<file path="config.mk">
export PLATFORM = sky130hd
export DESIGN_NAME = pattern_tx
export DESIGN_NICKNAME = d
export VERILOG_FILES = /design/src/rtl/pattern_pkg.sv /design/src/rtl/pattern_tx.sv
export SDC_FILE = /design/constraint.sdc
export NUM_CORES = 1
export LEC_CHECK = 0
export ABC_AREA = 1
export CORE_MARGIN = 3
export CORE_UTILIZATION = 30
export CTS_CLUSTER_SIZE = 30
export DETAILED_ROUTE_END_ITERATION = 10
export DONT_BUFFER_PORTS = 1
export GPL_ROUTABILITY_DRIVEN = 0
export PLACE_DENSITY = 0.43
export SLEW_MARGIN = 25
export SYNTH_ARGS = -nofsm -noshare
export SYNTH_HDL_FRONTEND = slang
export SYNTH_SLANG_ARGS = --single-unit
export TNS_END_PERCENT = 10
</file>
<file path="constraint.sdc">
create_clock -name clk_i -period 2.7 [get_ports clk_i]
set_input_delay 0.675 -clock clk_i [delete_from_list [all_inputs] [get_ports clk_i]]
set_output_delay 0.675 -clock clk_i [all_outputs]
set_load 0.01 [all_outputs]
</file>
<file path="src/rtl/pattern_pkg.sv">
// Shared definitions for the pattern transmitter: FSM state encodings and
// default pattern geometry.
package pattern_pkg;

    typedef enum logic [1:0] {
        S_IDLE = 2'b00,
        S_SEND = 2'b01,
        S_DONE = 2'b10
    } state_t;

    localparam int           DEFAULT_W   = 6;
    localparam logic [5:0]   DEFAULT_PAT = 6'b110110;

endpackage

</file>
<file path="src/rtl/pattern_tx.sv">
// Serial pattern transmitter: shifts a latched W-bit pattern out MSB first,
// repeated rep_i times back to back, with a valid/ready handshake and abort.
module pattern_tx
    import pattern_pkg::*;
#(
    parameter int W     = DEFAULT_W,
    parameter int CNT_W = 4
) (
    input  logic             clk_i,
    input  logic             rst_i,
    input  logic             start_i,
    input  logic [W-1:0]     pat_i,
    input  logic [CNT_W-1:0] rep_i,
    input  logic             abort_i,
    input  logic             ready_i,
    output logic             data_o,
    output logic             valid_o,
    output logic             busy_o,
    output logic             done_o
);

    localparam int BIT_W = (W > 1) ? $clog2(W) : 1;

    state_t             state_q, state_n;
    logic [W-1:0]       shift_q, shift_n;
    logic [W-1:0]       pat_q,   pat_n;
    logic [CNT_W-1:0]   rep_q,   rep_n;
    logic [BIT_W-1:0]   bit_q,   bit_n;

    // Outputs are registered from the next-state values so the first bit
    // appears exactly one cycle after start is accepted.
    always_ff @(posedge clk_i or posedge rst_i) begin
        if (rst_i) begin
            state_q <= S_IDLE;
            shift_q <= '0;
            pat_q   <= '0;
            rep_q   <= '0;
            bit_q   <= '0;
            data_o  <= 1'b0;
            valid_o <= 1'b0;
            busy_o  <= 1'b0;
            done_o  <= 1'b0;
        end else begin
            state_q <= state_n;
            shift_q <= shift_n;
            pat_q   <= pat_n;
            rep_q   <= rep_n;
            bit_q   <= bit_n;
            data_o  <= (state_n == S_SEND) ? shift_n[W-1] : 1'b0;
            valid_o <= (state_n == S_SEND);
            busy_o  <= (state_n != S_IDLE);
            done_o  <= (state_n == S_DONE);
        end
    end

    always_comb begin
        state_n = state_q;
        shift_n = shift_q;
        pat_n   = pat_q;
        rep_n   = rep_q;
        bit_n   = bit_q;
        case (state_q)
            S_IDLE: begin
                if (start_i) begin
                    if (rep_i != '0) begin
                        pat_n   = pat_i;
                        shift_n = pat_i;
                        rep_n   = rep_i;
                        bit_n   = '0;
                        state_n = S_SEND;
                    end else begin
                        state_n = S_DONE;
                    end
                end
            end
            S_SEND: begin
                // Abort takes priority over any handshake on the same cycle.
                if (abort_i) begin
                    state_n = S_IDLE;
                end else if (valid_o && ready_i) begin
                    if (bit_q == BIT_W'(W - 1)) begin
                        if (rep_q > CNT_W'(1)) begin
                            shift_n = pat_q;
                            rep_n   = rep_q - 1'b1;
                            bit_n   = '0;
                        end else begin
                            rep_n   = '0;
                            state_n = S_DONE;
                        end
                    end else begin
                        shift_n = {shift_q[W-2:0], 1'b0};
                        bit_n   = bit_q + 1'b1;
                    end
                end
            end
            S_DONE: begin
                state_n = S_IDLE;
            end
            default: begin
                state_n = S_IDLE;
            end
        endcase
    end

endmodule

</file>
==> results of run 1 <==
-- cell type report --
type / count / area (sq um)
fill: 477 / 2933
clock buffer: 3 / 41.29
clock inverter: 1 / 8.758
tap: 52 / 65.06
timing repair buffer: 1 / 7.507
sequential: 25 / 625.6
inverter: 35 / 131.4
multi-input combinational: 134 / 661.9
-- sequential cells by signal (all words and copies together), names as in the netlist, 2 cells and up --
name / flops
bit_q: 3
pat_q: 6
rep_q: 4
shift_q: 6
state_q: 2
-- routing by layer --
layer	wire length, um	global-route usage (%)	up-vias
met5	0	0	-
met4	23	2.372	0
met3	77	3.471	2
met2	1602	22.63	13
met1	1591	17.58	513
li1	-	-	601
-- final timing paths --
kind                                     endpoint  slack [ps]  cells after the start
max                          bit_q[0]$_DFFE_PP0P_        1090                     10
min                        shift_q[3]$_DFFE_PP0P_         330                      2
max reg2reg                  bit_q[0]$_DFFE_PP0P_        1090                     10
min reg2reg                shift_q[1]$_DFFE_PP0P_         470                      2
max in group asynchronous    rep_q[1]$_DFFE_PP0P_        2110                      2
min in group clk_i         shift_q[1]$_DFFE_PP0P_         470                      2
-- critical path, delay by kind of cell, from the launching register on --
family                     cells  cell delay, ps
and+or+nand+nor                7             780
adders and majority gates      1             190
DFF                            1             420
buffers and inverters          2             150
-- power by group --
group	internal, W	switching [W]
Sequential	0.000481	0.0000864
Clock	0.000108	0.000136
Combinational	0.000159	0.000289
-- cells by family (layout without fill, tap and decap cells) --
kind of cell	Yosys count	in the layout	synth area share, %
mux	2	2	1.582
fa+ha+maj	2	2	1.757
simple gates	109	109	34.89
xor+xnor	1	1	0.6152
flops	25	25	43.94
compound gates	20	20	7.645
buf+inv	36	40	9.578
-- layout by cell type (no fill, tap or decap) --
cell type,Yosys,routed
sky130_fd_sc_hd__nand4_4,1,1
sky130_fd_sc_hd__nor2_1,23,23
sky130_fd_sc_hd__nand2_2,7,7
sky130_fd_sc_hd__clkbuf_8,0,3
sky130_fd_sc_hd__nand4_1,2,2
sky130_fd_sc_hd__inv_1,30,30
sky130_fd_sc_hd__nor2_4,1,1
sky130_fd_sc_hd__nand3_4,1,1
sky130_fd_sc_hd__a21oi_2,1,1
sky130_fd_sc_hd__mux2_2,2,2
sky130_fd_sc_hd__buf_4,0,1
sky130_fd_sc_hd__nand2_4,1,1
sky130_fd_sc_hd__ha_1,2,2
sky130_fd_sc_hd__inv_2,5,5
sky130_fd_sc_hd__inv_6,0,1
sky130_fd_sc_hd__nand3_1,11,11
sky130_fd_sc_hd__o21ai_0,12,12
sky130_fd_sc_hd__dfrtp_1,25,25
sky130_fd_sc_hd__o21bai_1,2,2
sky130_fd_sc_hd__nand2_1,60,60
sky130_fd_sc_hd__or2_2,1,1
sky130_fd_sc_hd__xnor2_1,1,1
sky130_fd_sc_hd__nor2_2,1,1
sky130_fd_sc_hd__a21oi_1,5,5
-- synth_stat cells --
cell type and n:
sky130_fd_sc_hd__a21oi_1 5, sky130_fd_sc_hd__a21oi_2 1, sky130_fd_sc_hd__buf_2 1, sky130_fd_sc_hd__dfrtp_1 25, sky130_fd_sc_hd__ha_1 2, sky130_fd_sc_hd__inv_1 30, sky130_fd_sc_hd__inv_2 5, sky130_fd_sc_hd__mux2_2 2
sky130_fd_sc_hd__nand2_1 60, sky130_fd_sc_hd__nand2_2 7, sky130_fd_sc_hd__nand2_4 1, sky130_fd_sc_hd__nand3_1 11, sky130_fd_sc_hd__nand3_4 1, sky130_fd_sc_hd__nand4_1 2, sky130_fd_sc_hd__nand4_4 1, sky130_fd_sc_hd__nor2_1 23
sky130_fd_sc_hd__nor2_2 1, sky130_fd_sc_hd__nor2_4 1, sky130_fd_sc_hd__o21ai_0 12, sky130_fd_sc_hd__o21bai_1 2, sky130_fd_sc_hd__or2_2 1, sky130_fd_sc_hd__xnor2_1 1
-- per-stage QoR --
step / utilization [%] / cell area [sq um] / hold WS [ps]
detailed placement: 33.33 / 1491 / 455.0
global route: 34.45 / 1541 / 353.9
floorplan: - / 1424 / 436.7
finish: 34.45 / 1541 / 331.5
global placement: 33.33 / 1491 / 456.2
CTS: 34.45 / 1541 / 340.2
==> qor.log, run 1 <==
[place] cell total after placement 247
[global_routing] wire length of the first global-routing pass 5616 um
[yosys] Synth Warn # 0
[layout] non-filler cells, final 251
[yosys] Syn Inst Count 195
[route] per-cell via count in the routed design 4.498
[setup_path] Worst path slowest cell sky130_fd_sc_hd__dfrtp_1
[global_routing] vias in the first global route 1167
[timing] setup skew after layout 4.286 ps
[clock_tree] number of hold buffers added after cts 0
[setup_path] stage delay of the slowest cell on the critical path 420 ps
[route] DRT Pass-1 Iters 5
[run] max-capacitance violation count 0
[timing] Slew Limit Fails 0
[clock_tree] setup fix buffers added after clock tree synthesis 0
[timing] RSZ-0062 raised after global routing false
[global_routing] maximum number of pins on one net before global-route repair 26
[clock_tree] Num Clock Sinks 25
[yosys] biggest area consumer among synthesized cells sky130_fd_sc_hd__dfrtp_1
[floorplanning] die height 74.89 um
[setup_path] dominant cell type by count on the critical path sky130_fd_sc_hd__nand2_1
[setup_path] crit path cell chain inv_1 -> ha_1 -> inv_1 -> nand2_1 -> nand2_1 -> nor2_4 -> nand2_1 -> nand2_4 -> nand2_1 -> nand2_1
[timing] Final Setup Violations 0
[setup_path] startpoint kind of the worst setup timing path flip-flop
[floorplanning] die area 5609 sq um
[setup_path] Reg2Reg Launch Point rep_q[0]$_DFFE_PP0P_
[clock_tree] Worst-path clk slew 100 ps
[setup_path] worst setup path startpoint rep_q[0]$_DFFE_PP0P_
[layout] Antenna diodes 0
[power_and_ir_drop] leakage power 0.8169 nW
[power_and_ir_drop] cell area power density 818.1 nW/um^2
[clock_tree] Clk Tree Root Cell sky130_fd_sc_hd__clkbuf_8
[global_routing] GRT Residual Overflow 0
[power_and_ir_drop] worst ir drop on vdd 0.3725 mV
[yosys] Seq/Total Area, Yosys 43.94%
[global_routing] combined global-route utilization of all metal layers 13.43%
[route] total DRC errors in the routed layout 0
[timing] final critical delay including setup and external delays 1614 ps
[setup_path] Max FO, Critical Path 8
[yosys] share of Yosys cell area claimed by the top area cell type 43.94%
[route] Post-DRT Antenna Nets 0
[timing] count of endpoints failing hold in the final timing report 0
[run_status] result of the run complete, no violations
[layout] Final Net Count 217
[setup_path] crit path DAT 1830 ps
[timing] slack of the critical path 1086 ps
[timing] relative slew slack 77.39%
[yosys] total nets after synthesis 212
[setup_path] category of the critical setup timing path reg2reg
[clock_tree] TritonCTS Buffers 3
[clock_tree] number of instances resized during post-cts repair 0
[yosys] biggest area contributors in the synthesized netlist sky130_fd_sc_hd__dfrtp_1 (44%), sky130_fd_sc_hd__nand2_1 (16%), sky130_fd_sc_hd__inv_1 (7.9%), sky130_fd_sc_hd__nor2_1 (6.1%), sky130_fd_sc_hd__o21ai_0 (4.2%)
[floorplanning] area of the placeable core 4474 sq um
[place] DP HPWL 2578 um
[floorplanning] number of top-level design ports 19
[yosys] number of distinct library cells after synthesis 22
[setup_path] category of the worst setup path capture point flip-flop
[min_path] path class of the lowest-slack min-delay path in2async
[route] vias 1129
[floorplanning] # rows 24
[clock_tree] insertion delay to the later sink of the worst-skew pair 280 ps
[place] Post-Place Worst Slack 1009 ps
[layout] Layout area overhead 8.260%
[route] first-iteration detailed-routing DRC count 44
[yosys] flip-flop and latch count after synthesis 25
[setup_path] Crit path required time 2920 ps
[timing] period utilization 59.78%
[timing] maximum clock frequency 619.6 MHz
[floorplanning] Die W 74.89 um
[route] WL per Instance 13.13 um
[global_routing] number of antenna violations at the first check in global routing 0
[clock_tree] clock tree from TritonCTS yes
[yosys] Synth Area per Inst 7.302 sq um
[clock_tree] htree depth 1
[route] wire length after detailed routing 3295 um
[clock_tree] Clock Tree Buf Depth 2
[layout] ratio of cells with drive above 1 in the final layout 13.07%
[floorplanning] initial standard-cell utilization of the core 31.82%
[timing] Setup TNS 0 ps
[power_and_ir_drop] total power of the final layout 0.001261 W
[yosys] mapped cell area 1424 sq um
[timing] measured slew at the worst slew-check pin 339.2 ps
[place] IO Port Bufs 0
Power figures use the tool's default switching activity.
==> run 2: changes to the inputs <==
Clock period 2.7 ns to 1.5 ns, I/O delays scaled along.
==> run 2 against run 1 <==
Net effect: register-to-register slack got worse by 1100 ps; die area unchanged; clock skew grew 3.3 ps; design area increased by 7.2%; largest cell class unchanged; largest power group is now combinational cells.
==> qor.log, run 2 (synthesis results as in run 1) <==
[setup_path] category of the critical setup timing path reg2reg
[clock_tree] TritonCTS Buffers 3 [unchanged]
[layout] post-route core utilization 36.94% [+2.5 points]
[setup_path] crit path DAT 1640 ps [-190 ps]
[layout] Regs by FF count pat_q: 6 flops, shift_q: 6 flops, rep_q: 4 flops
[global_routing] GRT Residual Overflow 0 [unchanged]
[route] Post-DRT Antenna Nets 0 [unchanged]
[layout] Layout area overhead 16.08%
[clock_tree] Worst-path clk slew 90 ps [about the same]
[setup_path] Worst path slowest cell sky130_fd_sc_hd__dfrtp_1
[route] per-cell via count in the routed design 4.588 [+2.0%]
[clock_tree] Num Clock Sinks 25 [unchanged]
[floorplanning] # rows 24 [unchanged]
[timing] post-route worst hold slack 36.36 ps [-295.2 ps]
[floorplanning] initial standard-cell utilization of the core 31.82% [unchanged]
[clock_tree] clock tree from TritonCTS yes
[floorplanning] number of top-level design ports 19 [unchanged]
[setup_path] startpoint kind of the worst setup timing path flip-flop
[timing] Slew Limit Fails 0 [unchanged]
[layout] ratio of cells with drive above 1 in the final layout 22.44% [+9.4 points]
[timing] maximum clock frequency 675.4 MHz [+9.0%]
[timing] final critical delay including setup and external delays 1481 ps [-133.5 ps]
[run_status] result of the run complete, no violations
[global_routing] number of antenna violations at the first check in global routing 0 [unchanged]
[power_and_ir_drop] leakage power 0.8567 nW [+4.9%]
[clock_tree] insertion delay to the later sink of the worst-skew pair 270 ps [about the same]
[clock_tree] number of hold buffers added after cts 0 [unchanged]
[timing] slack of the critical path 19.48 ps [-1067 ps]
[power_and_ir_drop] worst ir drop on vdd 0.6510 mV [+75%]
[route] WL per Instance 12.93 um [-1.5%]
[route] vias 1179 [+4.4%]
[global_routing] maximum number of pins on one net before global-route repair 26 [unchanged]
[timing] period utilization 98.70% [+39 points]
[timing] RSZ-0062 raised after global routing true
[floorplanning] die height 74.89 um [unchanged]
[global_routing] vias in the first global route 1239 [+6.2%]
[run] max-capacitance violation count 0 [unchanged]
[floorplanning] Die W 74.89 um [unchanged]
[timing] count of endpoints failing hold in the final timing report 0 [unchanged]
[setup_path] stage delay of the slowest cell on the critical path 400 ps [-20 ps]
[route] first-iteration detailed-routing DRC count 72 [+64%]
[power_and_ir_drop] cell area power density 1513 nW/um^2 [+85%]
[floorplanning] area of the placeable core 4474 sq um [unchanged]
[route] total DRC errors in the routed layout 0 [unchanged]
[place] IO Port Bufs 0 [unchanged]
[route] DRT Pass-1 Iters 5 [unchanged]
[timing] Setup TNS 0 ps [unchanged]
[timing] measured slew at the worst slew-check pin 340.7 ps [+1.467 ps]
[setup_path] register-to-register setup slack 20 ps [-1070 ps]
[timing] relative slew slack 77.29% [-0.098 points]
[global_routing] combined global-route utilization of all metal layers 13.39% [-0.039 points]
[layout] commonest non-fill, non-tap cell in the layout sky130_fd_sc_hd__nand2_1
[timing] setup skew after layout 7.607 ps [+3.321 ps]
[place] cell total after placement 250 [+1.2%]
[setup_path] largest delay contributor family on the critical path simple AND/OR/NAND/NOR gates
[setup_path] Max FO, Critical Path 4 [-4]
[clock_tree] Clk Tree Root Cell sky130_fd_sc_hd__clkbuf_8
[route] wire length after detailed routing 3323 um [+0.85%]
[place] Post-Place Worst Slack -42.25 ps [-1051 ps]
[setup_path] category of the worst setup path capture point flip-flop
[place] DP HPWL 2497 um [-3.1%]
[setup_path] Crit path required time 1660 ps [-1260 ps]
[global_routing] wire length of the first global-routing pass 5747 um [+2.3%]
[layout] Antenna diodes 0 [unchanged]
[layout] leading cell types in the layout, fill and taps excluded sky130_fd_sc_hd__nand2_1 (55), sky130_fd_sc_hd__inv_1 (26), sky130_fd_sc_hd__dfrtp_1 (24)
[layout] Final Net Count 223 [+2.8%]
[setup_path] number of buffer and inverter instances along the worst setup path 3 [+1]
[clock_tree] Clock Tree Buf Depth 2 [unchanged]
[layout] non-filler cells, final 257 [+2.4%]
[timing] Final Setup Violations 0 [unchanged]
[setup_path] crit path cell chain inv_2 -> ha_4 -> inv_2 -> nand2_2 -> nand2_4 -> nor2_4 -> nand2_2 -> a21oi_4 -> inv_1
[floorplanning] die area 5609 sq um [unchanged]
[min_path] path class of the lowest-slack min-delay path in2async
[clock_tree] htree depth 1 [unchanged]
## run 2: cell count changes in the layout (fill, tap and decap cells not counted), moves of 2 or more
cell	delta
sky130_fd_sc_hd__inv_2	+3
sky130_fd_sc_hd__ha_1	-2
sky130_fd_sc_hd__buf_4	+5
sky130_fd_sc_hd__ha_4	+2
sky130_fd_sc_hd__nor2_2	+2
sky130_fd_sc_hd__nor2_1	-2
sky130_fd_sc_hd__nand2_4	+2
sky130_fd_sc_hd__nand2_2	+3
sky130_fd_sc_hd__inv_1	-4
sky130_fd_sc_hd__nand2_1	-5
## run 2: layout make-up
type | count | area (sq um)
fillers | 474 | 2821
multi-input cells | 134 | 725.7
flip-flops and latches | 25 | 626.9
inverters | 35 | 133.9
well taps | 52 | 65.06
repair buffers | 7 | 56.30
clock buffers | 4 | 45.04
## run 2: timing repair
| action | 4_1_cts | 5_1_grt |
|---|---|---|
| setup buffers | 1 | 2 |
| pin swaps | 1 | 7 |
| gates resized for setup | 3 | 20 |
| setup endpoints to repair | 13 | 16 |
## run 2: per-stage QoR
stage | instance area [sq um] | total power (W)
2_1_floorplan | 1424 | 0.001663
3_3_place_gp | 1514 | 0.001856
3_5_place_dp | 1514 | 0.001872
4_1_cts | 1574 | 0.002324
5_1_grt | 1653 | 0.002724
6_report | 1653 | 0.002500
## run 2: worst paths after layout
path / depth (start not counted) / startpoint / to
worst min-delay path: 2 / rst_i / rep_q[3]$_DFFE_PP0P_
worst max register to register: 9 / rep_q[1]$_DFFE_PP0P_ / state_q[0]$_DFF_PP0_
min in group clk_i: 2 / pat_i[4] / shift_q[4]$_DFFE_PP0P_
worst max-delay path: 9 / rep_q[1]$_DFFE_PP0P_ / state_q[0]$_DFF_PP0_
worst min register to register: 2 / shift_q[1]$_DFFE_PP0P_ / shift_q[1]$_DFFE_PP0P_
max in group asynchronous: 2 / rst_i / state_q[0]$_DFF_PP0_
## run 2: worst reg2reg max path: stages, from the launching register on
cell                      delay, ps
sky130_fd_sc_hd__dfrtp_1        400
sky130_fd_sc_hd__inv_2          120
sky130_fd_sc_hd__ha_4           160
sky130_fd_sc_hd__inv_2           50
sky130_fd_sc_hd__nand2_2         90
sky130_fd_sc_hd__nand2_4         80
sky130_fd_sc_hd__nor2_4         170
sky130_fd_sc_hd__nand2_2         90
sky130_fd_sc_hd__a21oi_4        170
sky130_fd_sc_hd__inv_1           50
## run 2: power by group
part	internal [W]	total, W	switching [W]	leakage (nW)
clock network	0.000190	0.000406	0.000216	0.0228
registers	0.000868	0.00102	0.000148	0.313
logic	0.000424	0.00108	0.000655	0.521
## run 2: per-layer routing
metal	GRT usage [%]	vias up	share of wire (%)
li1	-	615	-
met3	3.738	4	4.2
met5	0	-	0
met2	21.08	24	49
met4	3.953	0	1.1
met1	17.95	536	46
==> run 3: changes to the inputs <==
Settings changed: PLACE_DENSITY 0.43 to not set, PLACE_DENSITY_LB_ADDON set to 0.3, REMOVE_ABC_BUFFERS set to 1.
==> run 3 against run 2 <==
Net effect: critical path depth unchanged; setup slack better by 31 ps; fmax up 2.2%; first-iteration DRC count decreased by 54%; combinational power fell by 6%; critical endpoint is now valid_o$_DFF_PP0_; largest power group unchanged.
==> qor.log, run 3 (synthesis results as in run 1) <==
[global_routing] number of antenna violations at the first check in global routing 0 [unchanged]
[setup_path] Reg2Reg Launch Point rep_q[1]$_DFFE_PP0P_
[global_routing] vias in the first global route 1109 [-10%]
[route] WL per Instance 12.56 um [-2.8%]
[route] vias 1200 [+1.8%]
[route] first-iteration detailed-routing DRC count 33 [-54%]
[setup_path] category of the critical setup timing path reg2reg
[floorplanning] die height 74.89 um [unchanged]
[place] placed standard-cell area 1521 sq um [+0.50%]
[timing] final critical delay including setup and external delays 1449 ps [-31.39 ps]
[run_status] result of the run complete, no violations
[min_path] path class of the lowest-slack min-delay path in2async
[clock_tree] Clock Tree Buf Depth 2 [unchanged]
[route] DRT Pass-1 Iters 4 [-1]
[floorplanning] # rows 24 [unchanged]
[global_routing] combined global-route utilization of all metal layers 12.34% [-1.1 points]
[setup_path] Crit path required time 1660 ps [about the same]
[timing] count of endpoints failing hold in the final timing report 0 [unchanged]
[place] DP HPWL 2453 um [-1.8%]
[setup_path] endpoint of the lowest-slack register-to-register path valid_o$_DFF_PP0_
[clock_tree] htree depth 1 [unchanged]
[timing] slack of the critical path 50.87 ps [+31.39 ps]
[setup_path] category of the worst setup path capture point flip-flop
[layout] ratio of cells with drive above 1 in the final layout 21.26% [-1.2 points]
[setup_path] startpoint kind of the worst setup timing path flip-flop
[floorplanning] initial standard-cell utilization of the core 31.82% [unchanged]
[clock_tree] Clk Tree Root Cell sky130_fd_sc_hd__clkbuf_8
[timing] post-route worst hold slack 31.19 ps [-5.160 ps]
[route] Detail Route met2 WL 1487 um [-8.3%]
[timing] Final Setup Violations 0 [unchanged]
[clock_tree] Num Clock Sinks 25 [unchanged]
[layout] leading cell types in the layout, fill and taps excluded sky130_fd_sc_hd__nand2_1 (57), sky130_fd_sc_hd__inv_1 (27), sky130_fd_sc_hd__dfrtp_1 (24)
[route] per-cell via count in the routed design 4.633 [+1.0%]
[floorplanning] area of the placeable core 4474 sq um [unchanged]
[timing] maximum clock frequency 690.1 MHz [+2.2%]
[layout] post-route core utilization 36.72% [-0.22 points]
[clock_tree] clock tree from TritonCTS yes
[place] Post-Place Worst Slack 23.85 ps [+66.09 ps]
[layout] Final Net Count 225 [+0.90%]
[global_routing] maximum number of pins on one net before global-route repair 26 [unchanged]
[power_and_ir_drop] worst ir drop on vdd 0.5233 mV [-20%]
[route] met3 wirelength from detailed routing 99 um [-30%]
[route] wire length after detailed routing 3254 um [-2.1%]
[layout] Layout area overhead 15.38%
[route] total DRC errors in the routed layout 0 [unchanged]
[floorplanning] number of top-level design ports 19 [unchanged]
[timing] period utilization 96.61% [-2.1 points]
[run] max-capacitance violation count 0 [unchanged]
[setup_path] worst r2r path cells 9 [unchanged]
[layout] Regs by FF count pat_q: 6 flops, shift_q: 6 flops, rep_q: 4 flops
[setup_path] Max FO, Critical Path 4 [unchanged]
[floorplanning] die area 5609 sq um [unchanged]
[timing] RSZ-0062 raised after global routing true
[timing] Slew Limit Fails 0 [unchanged]
[clock_tree] Worst-path clk slew 90 ps [about the same]
[route] detailed-route wire length on metal 1 1626 um [+6.7%]
[layout] commonest non-fill, non-tap cell in the layout sky130_fd_sc_hd__nand2_1
[power_and_ir_drop] leakage power 0.8562 nW [about the same]
[layout] Antenna diodes 0 [unchanged]
[power_and_ir_drop] total power of the final layout 0.002446 W [-2.2%]
[timing] setup skew after layout 1.809 ps [-5.797 ps]
[power_and_ir_drop] cell area power density 1489 nW/um^2 [-1.6%]
[route] Post-DRT Antenna Nets 0 [unchanged]
[timing] measured slew at the worst slew-check pin 334.4 ps [-6.254 ps]
[layout] post-route cell area 1643 sq um [-0.61%]
[global_routing] GRT Residual Overflow 0 [unchanged]
[setup_path] register-to-register setup slack 50 ps [+30 ps]
[clock_tree] TritonCTS Buffers 3 [unchanged]
[floorplanning] Die W 74.89 um [unchanged]
[place] IO Port Bufs 0 [unchanged]
[timing] relative slew slack 77.70% [+0.42 points]
[setup_path] crit path DAT 1610 ps [-30 ps]
[clock_tree] insertion delay to the later sink of the worst-skew pair 270 ps [about the same]
[route] top layer in use met4
[global_routing] wire length of the first global-routing pass 5250 um [-8.6%]
==> run 3: cell count changes in the layout (fill, tap and decap cells not counted), sizes merged <==
cell,change
buf,+2
clkbuf,-1
clkinv,+1
==> run 3: timing repair <==
action,4_1_cts,5_1_grt
hold buffers,0,0
buffers inserted,0,4
setup endpoints to repair,0,15
gates resized for setup,0,15
==> run 3: how the worst max path moves through the flow <==
stage,startpoint,to,slack [ps],cells past startpoint
2_1_floorplan,rep_q[0]$_DFFE_PP0P_,bit_q[0]$_DFFE_PP0P_,150,10
3_3_place_gp,rep_q[0]$_DFFE_PP0P_,data_o$_DFF_PP0_,40,9
3_5_place_dp,rep_q[0]$_DFFE_PP0P_,bit_q[1]$_DFFE_PP0P_,20,10
4_1_cts,rep_q[0]$_DFFE_PP0P_,bit_q[1]$_DFFE_PP0P_,2,10
5_1_grt,rep_q[1]$_DFFE_PP0P_,valid_o$_DFF_PP0_,-40,9
6_report,rep_q[1]$_DFFE_PP0P_,valid_o$_DFF_PP0_,50,9
==> run 3: final cells by class <==
cell class | count | area, sq um
fill | 469 | 2831
multi-input combinational | 134 | 703.2
sequential | 25 | 626.9
inverter | 35 | 133.9
timing repair buffer | 9 | 67.56
tap | 52 | 65.06
clock buffer | 3 | 41.29
clock inverter | 1 | 5.005
==> run 3: worst max-delay path, stage by stage (launching register included) <==
cell and delay (ps):
sky130_fd_sc_hd__dfrtp_1 400, sky130_fd_sc_hd__inv_2 110, sky130_fd_sc_hd__ha_4 160, sky130_fd_sc_hd__inv_2 40, sky130_fd_sc_hd__nand2_2 80, sky130_fd_sc_hd__nand2_4 60
sky130_fd_sc_hd__nor2_4 130, sky130_fd_sc_hd__nand2_1 70, sky130_fd_sc_hd__a21oi_2 220, sky130_fd_sc_hd__inv_1 70
==> run 3: report_power, final <==
| part | leakage (nW) | switching (W) | internal (W) | total, W |
|---|---|---|---|---|
| Clock | 0.0255 | 0.000227 | 0.000186 | 0.000413 |
| Sequential | 0.313 | 0.000143 | 0.000869 | 0.00101 |
| Combinational | 0.517 | 0.000610 | 0.000409 | 0.00102 |
| Total | 0.856 | 0.000981 | 0.00146 | 0.00245 |
==> run 3: routing by layer <==
metal  track usage, %  vias up
met2            19.63       25
met3            3.071        4
met5                0        -
met4            3.557        0
li1                 -      622
met1            16.64      549
==> run 3: per-stage QoR <==
| step | cells | TNS [ps] |
|---|---|---|
| finish | 259 | 0 |
| detailed placement | 251 | 0 |
| floorplan | 194 | 0 |
| CTS | 255 | 0 |
| global placement | 251 | 0 |
| global route | 259 | -104.0 |
